`config.mk`:
```
export PLATFORM = sky130hd
export DESIGN_NAME = halflife_ctrl
export DESIGN_NICKNAME = d
export VERILOG_FILES = /design/src/rtl/halflife_pkg.sv /design/src/rtl/halflife_timer.sv /design/src/rtl/halflife_ctrl.sv
export SDC_FILE = /design/constraint.sdc
export NUM_CORES = 1
export LEC_CHECK = 0
export CAP_MARGIN = 20
export CORE_ASPECT_RATIO = 1.1
export CORE_UTILIZATION = 40
export CTS_BUF_LIST = sky130_fd_sc_hd__clkbuf_4
export CTS_CLUSTER_DIAMETER = 200
export DETAILED_ROUTE_END_ITERATION = 8
export PLACE_DENSITY = 0.58
export SYNTH_ARGS = -nofsm -noshare
export SYNTH_HDL_FRONTEND = slang
export SYNTH_SLANG_ARGS = --single-unit
```
`constraint.sdc`:
```
create_clock -name clk -period 4 [get_ports clk]
set_input_delay 1.2 -clock clk [delete_from_list [all_inputs] [get_ports clk]]
set_output_delay 1.2 -clock clk [all_outputs]
set_load 0.01 [all_outputs]
```
`src/rtl/halflife_pkg.sv`:
```
// Shared types and default widths for the half-life sequencing controller.
// Optional run-pause input is enabled by defining HALFLIFE_PAUSE_EN.
package halflife_pkg;

    localparam int QW_DEF = 8;
    localparam int PW_DEF = 16;
    localparam int HW_DEF = 4;

    // Value at which the halvings counter stops counting.
    localparam int unsigned HALV_SAT = (1 << HW_DEF) - 1;

    typedef enum logic [1:0] {
        IDLE = 2'b00,
        RUN  = 2'b01,
        DONE = 2'b10
    } state_t;

endpackage

```
`src/rtl/halflife_timer.sv`:
```
// Reloadable down-counter for the half-life period; load has priority over count.
// Used by halflife_ctrl (optional pause via HALFLIFE_PAUSE_EN lives in the top).
module halflife_timer
    import halflife_pkg::*;
#(
    parameter int PW = PW_DEF
) (
    input  logic          clk,
    input  logic          rst,
    input  logic          load,
    input  logic [PW-1:0] load_val,
    input  logic          en,
    output logic          zero
);

    logic [PW-1:0] cnt_q;
    logic [PW-1:0] cnt_d;

    always_comb begin
        // NOTE: cnt_d gets a default before any branch so no path leaves it unassigned (no latch).
        cnt_d = cnt_q;
        if (load) begin
            cnt_d = load_val;
        end else if (en) begin
            cnt_d = cnt_q - PW'(1);
        end
    end

    always_ff @(posedge clk or posedge rst) begin
        // NOTE: state registers use non-blocking assignment so every flop samples pre-edge values.
        if (rst) begin
            cnt_q <= '0;
        end else begin
            cnt_q <= cnt_d;
        end
    end

    assign zero = (cnt_q == '0);

endmodule

```
`src/rtl/halflife_ctrl.sv`:
```
// Half-life decay sequencer: halves qty once per latched period until qty <= min.
// Define HALFLIFE_PAUSE_EN to add a pause input that freezes the run.
module halflife_ctrl
    import halflife_pkg::*;
#(
    parameter int QW = QW_DEF,
    parameter int PW = PW_DEF,
    parameter int HW = HW_DEF
) (
    input  logic          clk,
    input  logic          rst,
    input  logic          start,
    input  logic          abort,
`ifdef HALFLIFE_PAUSE_EN
    input  logic          pause,
`endif
    input  logic [QW-1:0] init_qty,
    input  logic [PW-1:0] period,
    input  logic [QW-1:0] min_qty,
    output logic [QW-1:0] qty,
    output logic [HW-1:0] halvings,
    output logic          busy,
    output logic          tick,
    output logic          done
);

    localparam logic [HW-1:0] HSAT = '1;

    state_t        state_q;
    logic [PW-1:0] per_q;
    logic [QW-1:0] min_q;
    logic [QW-1:0] qty_q;
    logic [HW-1:0] halv_q;
    logic          busy_q;
    logic          tick_q;
    logic          done_q;

    logic          pause_act;
    logic          accept;
    logic          run_go;
    logic          step;
    logic          tmr_zero;
    logic          tmr_load;
    logic [PW-1:0] tmr_load_val;
    logic [PW-1:0] per_in;
    logic [QW-1:0] half;

`ifdef HALFLIFE_PAUSE_EN
    assign pause_act = pause;
`else
    assign pause_act = 1'b0;
`endif

    // A zero period behaves as one cycle per halving.
    assign per_in       = (period == '0) ? PW'(1) : period;
    assign accept       = (state_q == IDLE) && start && !abort;
    assign run_go       = (state_q == RUN) && !abort && !pause_act;
    assign step         = run_go && tmr_zero;
    assign half         = qty_q >> 1;
    assign tmr_load     = accept || step;
    assign tmr_load_val = accept ? (per_in - PW'(1)) : (per_q - PW'(1));

    halflife_timer #(.PW(PW)) u_timer (
        .clk      (clk),
        .rst      (rst),
        .load     (tmr_load),
        .load_val (tmr_load_val),
        .en       (run_go),
        .zero     (tmr_zero)
    );

    always_ff @(posedge clk or posedge rst) begin
        if (rst) begin
            state_q <= IDLE;
            per_q   <= '0;
            min_q   <= '0;
            qty_q   <= '0;
            halv_q  <= '0;
            busy_q  <= 1'b0;
            tick_q  <= 1'b0;
            done_q  <= 1'b0;
        end else begin
            tick_q <= 1'b0;
            done_q <= 1'b0;
            case (state_q)
                IDLE: begin
                    if (accept) begin
                        qty_q  <= init_qty;
                        halv_q <= '0;
                        per_q  <= per_in;
                        min_q  <= min_qty;
                        if (init_qty <= min_qty) begin
                            state_q <= DONE;
                            busy_q  <= 1'b0;
                        end else begin
                            state_q <= RUN;
                            busy_q  <= 1'b1;
                        end
                    end
                end
                RUN: begin
                    if (abort) begin
                        state_q <= IDLE;
                        busy_q  <= 1'b0;
                    end else if (step) begin
                        qty_q  <= half;
                        halv_q <= (halv_q == HSAT) ? halv_q : halv_q + HW'(1);
                        tick_q <= 1'b1;
                        // qty of 0 always ends the run since 0 <= any threshold.
                        if (half <= min_q) begin
                            state_q <= DONE;
                            busy_q  <= 1'b0;
                        end
                    end
                end
                DONE: begin
                    state_q <= IDLE;
                    done_q  <= !abort;
                end
                default: begin
                    state_q <= IDLE;
                    busy_q  <= 1'b0;
                end
            endcase
        end
    end

    assign qty      = qty_q;
    assign halvings = halv_q;
    assign busy     = busy_q;
    assign tick     = tick_q;
    assign done     = done_q;

endmodule

```
==> metrics <==
internal power between 0.001 and 0.0015 W; leading cell type in the layout, fill and taps excluded nand2_1; post-cts resize count 0; Worst-path clk slew roughly 0.10 ns; most frequent cells in the layout nand2_1 (87), dfrtp_1 (57), clkdlybuf4s50_1 (50), nor2_1 (37), buf_4 (33); Synth Warn # 0; Synth Register Bits 57; row count 35; Async SR Flop Fraction 100%; post-synthesis adder-cell area fraction under 10%; number of setup buffers added after CTS 0; Slew @ Worst Pin 0.726 ns; initial antenna violation count 0; RSZ-0062 raised after global routing no; power share of the clock group a little under a fifth; period utilisation layout 91.7%; utilization after layout 52.4%; fmax roughly 0.27 GHz; Post-DP HPWL between 7000 and 8000 um; Synth Area in Simple Gates approximately a quarter; worst min-delay path class reg2reg; global-route congestion overflow total 0; DRC viols 0; first-pass GRT wire length between 15000 and 20000 um; post-synthesis compound-gate area fraction between 10% and 20%; power density over the cells about 480 mW/mm^2; clock buffer depth 2; Top Ports between 50 and 60; Critical Path Sink Type flop; mapped cell area 0.00343 mm^2; Slew headroom between 50% and 60%; Post-synth top flop dfrtp_1; Global Route Usage Sum between 20 and 25%; cell taking the most area after synthesis dfrtp_1; Yosys top cell area share approximately two fifths; CTS Root Buffer Type clkbuf_4; sequential fraction of design power 42.1%; layout cell share with drive strength beyond 1 between 10% and 20%; CTS tree built; status finished clean; clk_skew about 0.010 ns; Clk Latency, worst-skew pair about 0.4 ns; core area approximately 0.0084 mm^2; largest family of logic cells by synthesized area simple AND/OR/NAND/NOR gates; Crit path required time around 4.3 ns; Port Buffers 50; Vias/cell roughly 5.3; switching power of the nets roughly 0.00079 W; final WL approximately 9300 um; Fin Setup TNS 0 ns; Max Cap Viol 0; number of routed nets with antenna violations 0; crit path max fanout 7; post-synthesis mux area share ~3.6%; n_diodes 0; die area ~0.009 mm^2; Switching Share between 30 and 40%; Tmin final 3.67 ns; crit path kind in2reg; Gate power share about two fifths; Peak VDD IR between 150 and 200 uV; critical path arrival between 3 and 4 ns; Cells after Synth between 400 and 500; number of flops mapped to enable cells by yosys 0; final setup fails 0; CP Launch Type input pin; sequential-to-total area share from yosys stat between 40% and 50%; fin. max-slew vios 0; P&R area growth vs syn 27.9%; Die W between 90 and 100 um; Post-Syn Nets 466; cts hold-fix bufs 0; Netlist cell types 55; clock sinks 57; xor/xnor share of the synthesized area 2.04%; largest net degree at the start of global routing 33; GP Congestion approximately 0.89; Nets 545; Initial Utilization between 40 and 50%; routed len/inst about 15 um; TritonRoute pass-1 iters 4; initial drt markers ~230; H-tree levels 3; die extent in y 99.1 um; synth top area cells dfrtp_1 (42%), nand2_1 (9.5%), ha_1 (6.2%); total CTS buffers 9; vias in the first global route between 3k and 4k; Leak ~2 nW; synthesized area per cell 8.31 um^2; Final Hold Vio Count 0; via count approximately 3.2k
-- critical path, cell delays in order --
cell and delay [ns]:
clkdlybuf4s50_1 0.41, buf_4 0.15, nor4b_4 0.57, buf_12 0.18, mux2i_1 0.21, and3_1 0.22
mux2_2 0.18, nand3_1 0.19, a211oi_1 0.24, buf_4 0.16, o2111a_1 0.18, nor3_1 0.05
-- power groups by stage --
| stage | registers [W] | logic [W] | clock network, W |
|---|---|---|---|
| final | 0.000888 | 0.000829 | 0.000392 |
| after global placement | 0.000896 | 0.000819 | 0 |
| after global routing | 0.000910 | 0.000935 | 0.000430 |
| after CTS | 0.000887 | 0.000833 | 0.000410 |
| after floorplan | 0.000867 | 0.000512 | 0 |
| after detailed placement | 0.000897 | 0.000828 | 0 |
-- per-stage QoR --
| stage | hold slack [ns] | setup WS [ns] | std cells | cell area, um^2 | total power [W] |
|---|---|---|---|---|---|
| after floorplan | 0.425 | 0.00487 | 413 | 3430 | 0.00138 |
| after global placement | 0.453 | -0.0165 | 592 | 4270 | 0.00171 |
| after detailed placement | 0.459 | -0.0678 | 592 | 4270 | 0.00173 |
| after CTS | 0.481 | 0.367 | 607 | 4390 | 0.00213 |
| after global routing | 0.523 | 0.227 | 607 | 4390 | 0.00227 |
| final | 0.480 | 0.330 | 607 | 4390 | 0.00211 |
-- cells by family (layout without fill, tap and decap cells) --
| kind of cell | count (synthesis) | after routing |
|---|---|---|
| xor gates and xnor gates | 8 | 8 |
| and+or+nand+nor | 191 | 191 |
| AOI/OAI and AO/OA | 89 | 89 |
| DFF | 57 | 57 |
| muxes | 11 | 11 |
| adders and majority gates | 17 | 17 |
| buffers and inverters | 40 | 123 |
-- registers in the layout (all words and copies together) (netlist names) --
name,flops
halvings,4
per_q,16
u_timer.cnt_q,16
done,1
tick,1
qty,8
busy,1
state_q,2
min_q,8
-- cell usage after synthesis, types with 2 or more instances --
cell	n
nor4_1	7
or3_1	3
nand4_1	7
buf_1	4
o21a_1	4
nor3b_1	2
clkbuf_1	10
o221ai_1	3
nor3_1	9
nand3_1	17
nand3b_1	2
dfrtp_1	57
a211oi_1	2
mux2_4	2
inv_1	24
o31ai_1	3
nand2_1	87
and3_1	2
o21ai_0	30
nor2b_1	4
mux2i_1	7
xor2_1	5
ha_1	17
a311oi_1	2
a31oi_1	9
nor2_1	37
nand2b_1	4
a21oi_1	23
mux2_2	2
xnor2_1	3
-- area by class of cell --
class / instances / area (um^2)
Tap cell: 111 / 139
Timing Repair Buffer: 84 / 768
Multi-Input combinational cell: 316 / 1850
Fill cell: 803 / 3980
Clock buffer: 9 / 67.6
Inverter: 24 / 90.1
Clock inverter: 6 / 50.0
Sequential cell: 57 / 1430
-- path summary, 6_finish.rpt --
| path | from | end | slack (ns) | cells past startpoint |
|---|---|---|---|---|
| hold reg to reg | per_q[13] | per_q[13] | 0.48 | 2 |
| min in group asynchronous | rst | halvings[0] | 1.01 | 2 |
| max in group asynchronous | rst | u_timer.cnt_q[8] | 2.34 | 3 |
| setup reg to reg | u_timer.cnt_q[4] | u_timer.cnt_q[10] | 0.93 | 10 |
| setup / recovery | abort | u_timer.cnt_q[10] | 0.33 | 12 |
| hold / removal | per_q[13] | per_q[13] | 0.48 | 2 |
-- layer usage --
metal | vias up | share of wire (%) | wire length [um] | global-route usage, %
met5 | - | 0 | 0 | 0
met1 | 1528 | 46 | 4280 | 29.2
met3 | 8 | 4.0 | 371 | 3.90
met4 | 0 | 1.0 | 93 | 7.82
li1 | 1613 | - | - | -
met2 | 82 | 49 | 4570 | 37.8
No activity file was read; power rests on OpenSTA's default activity.
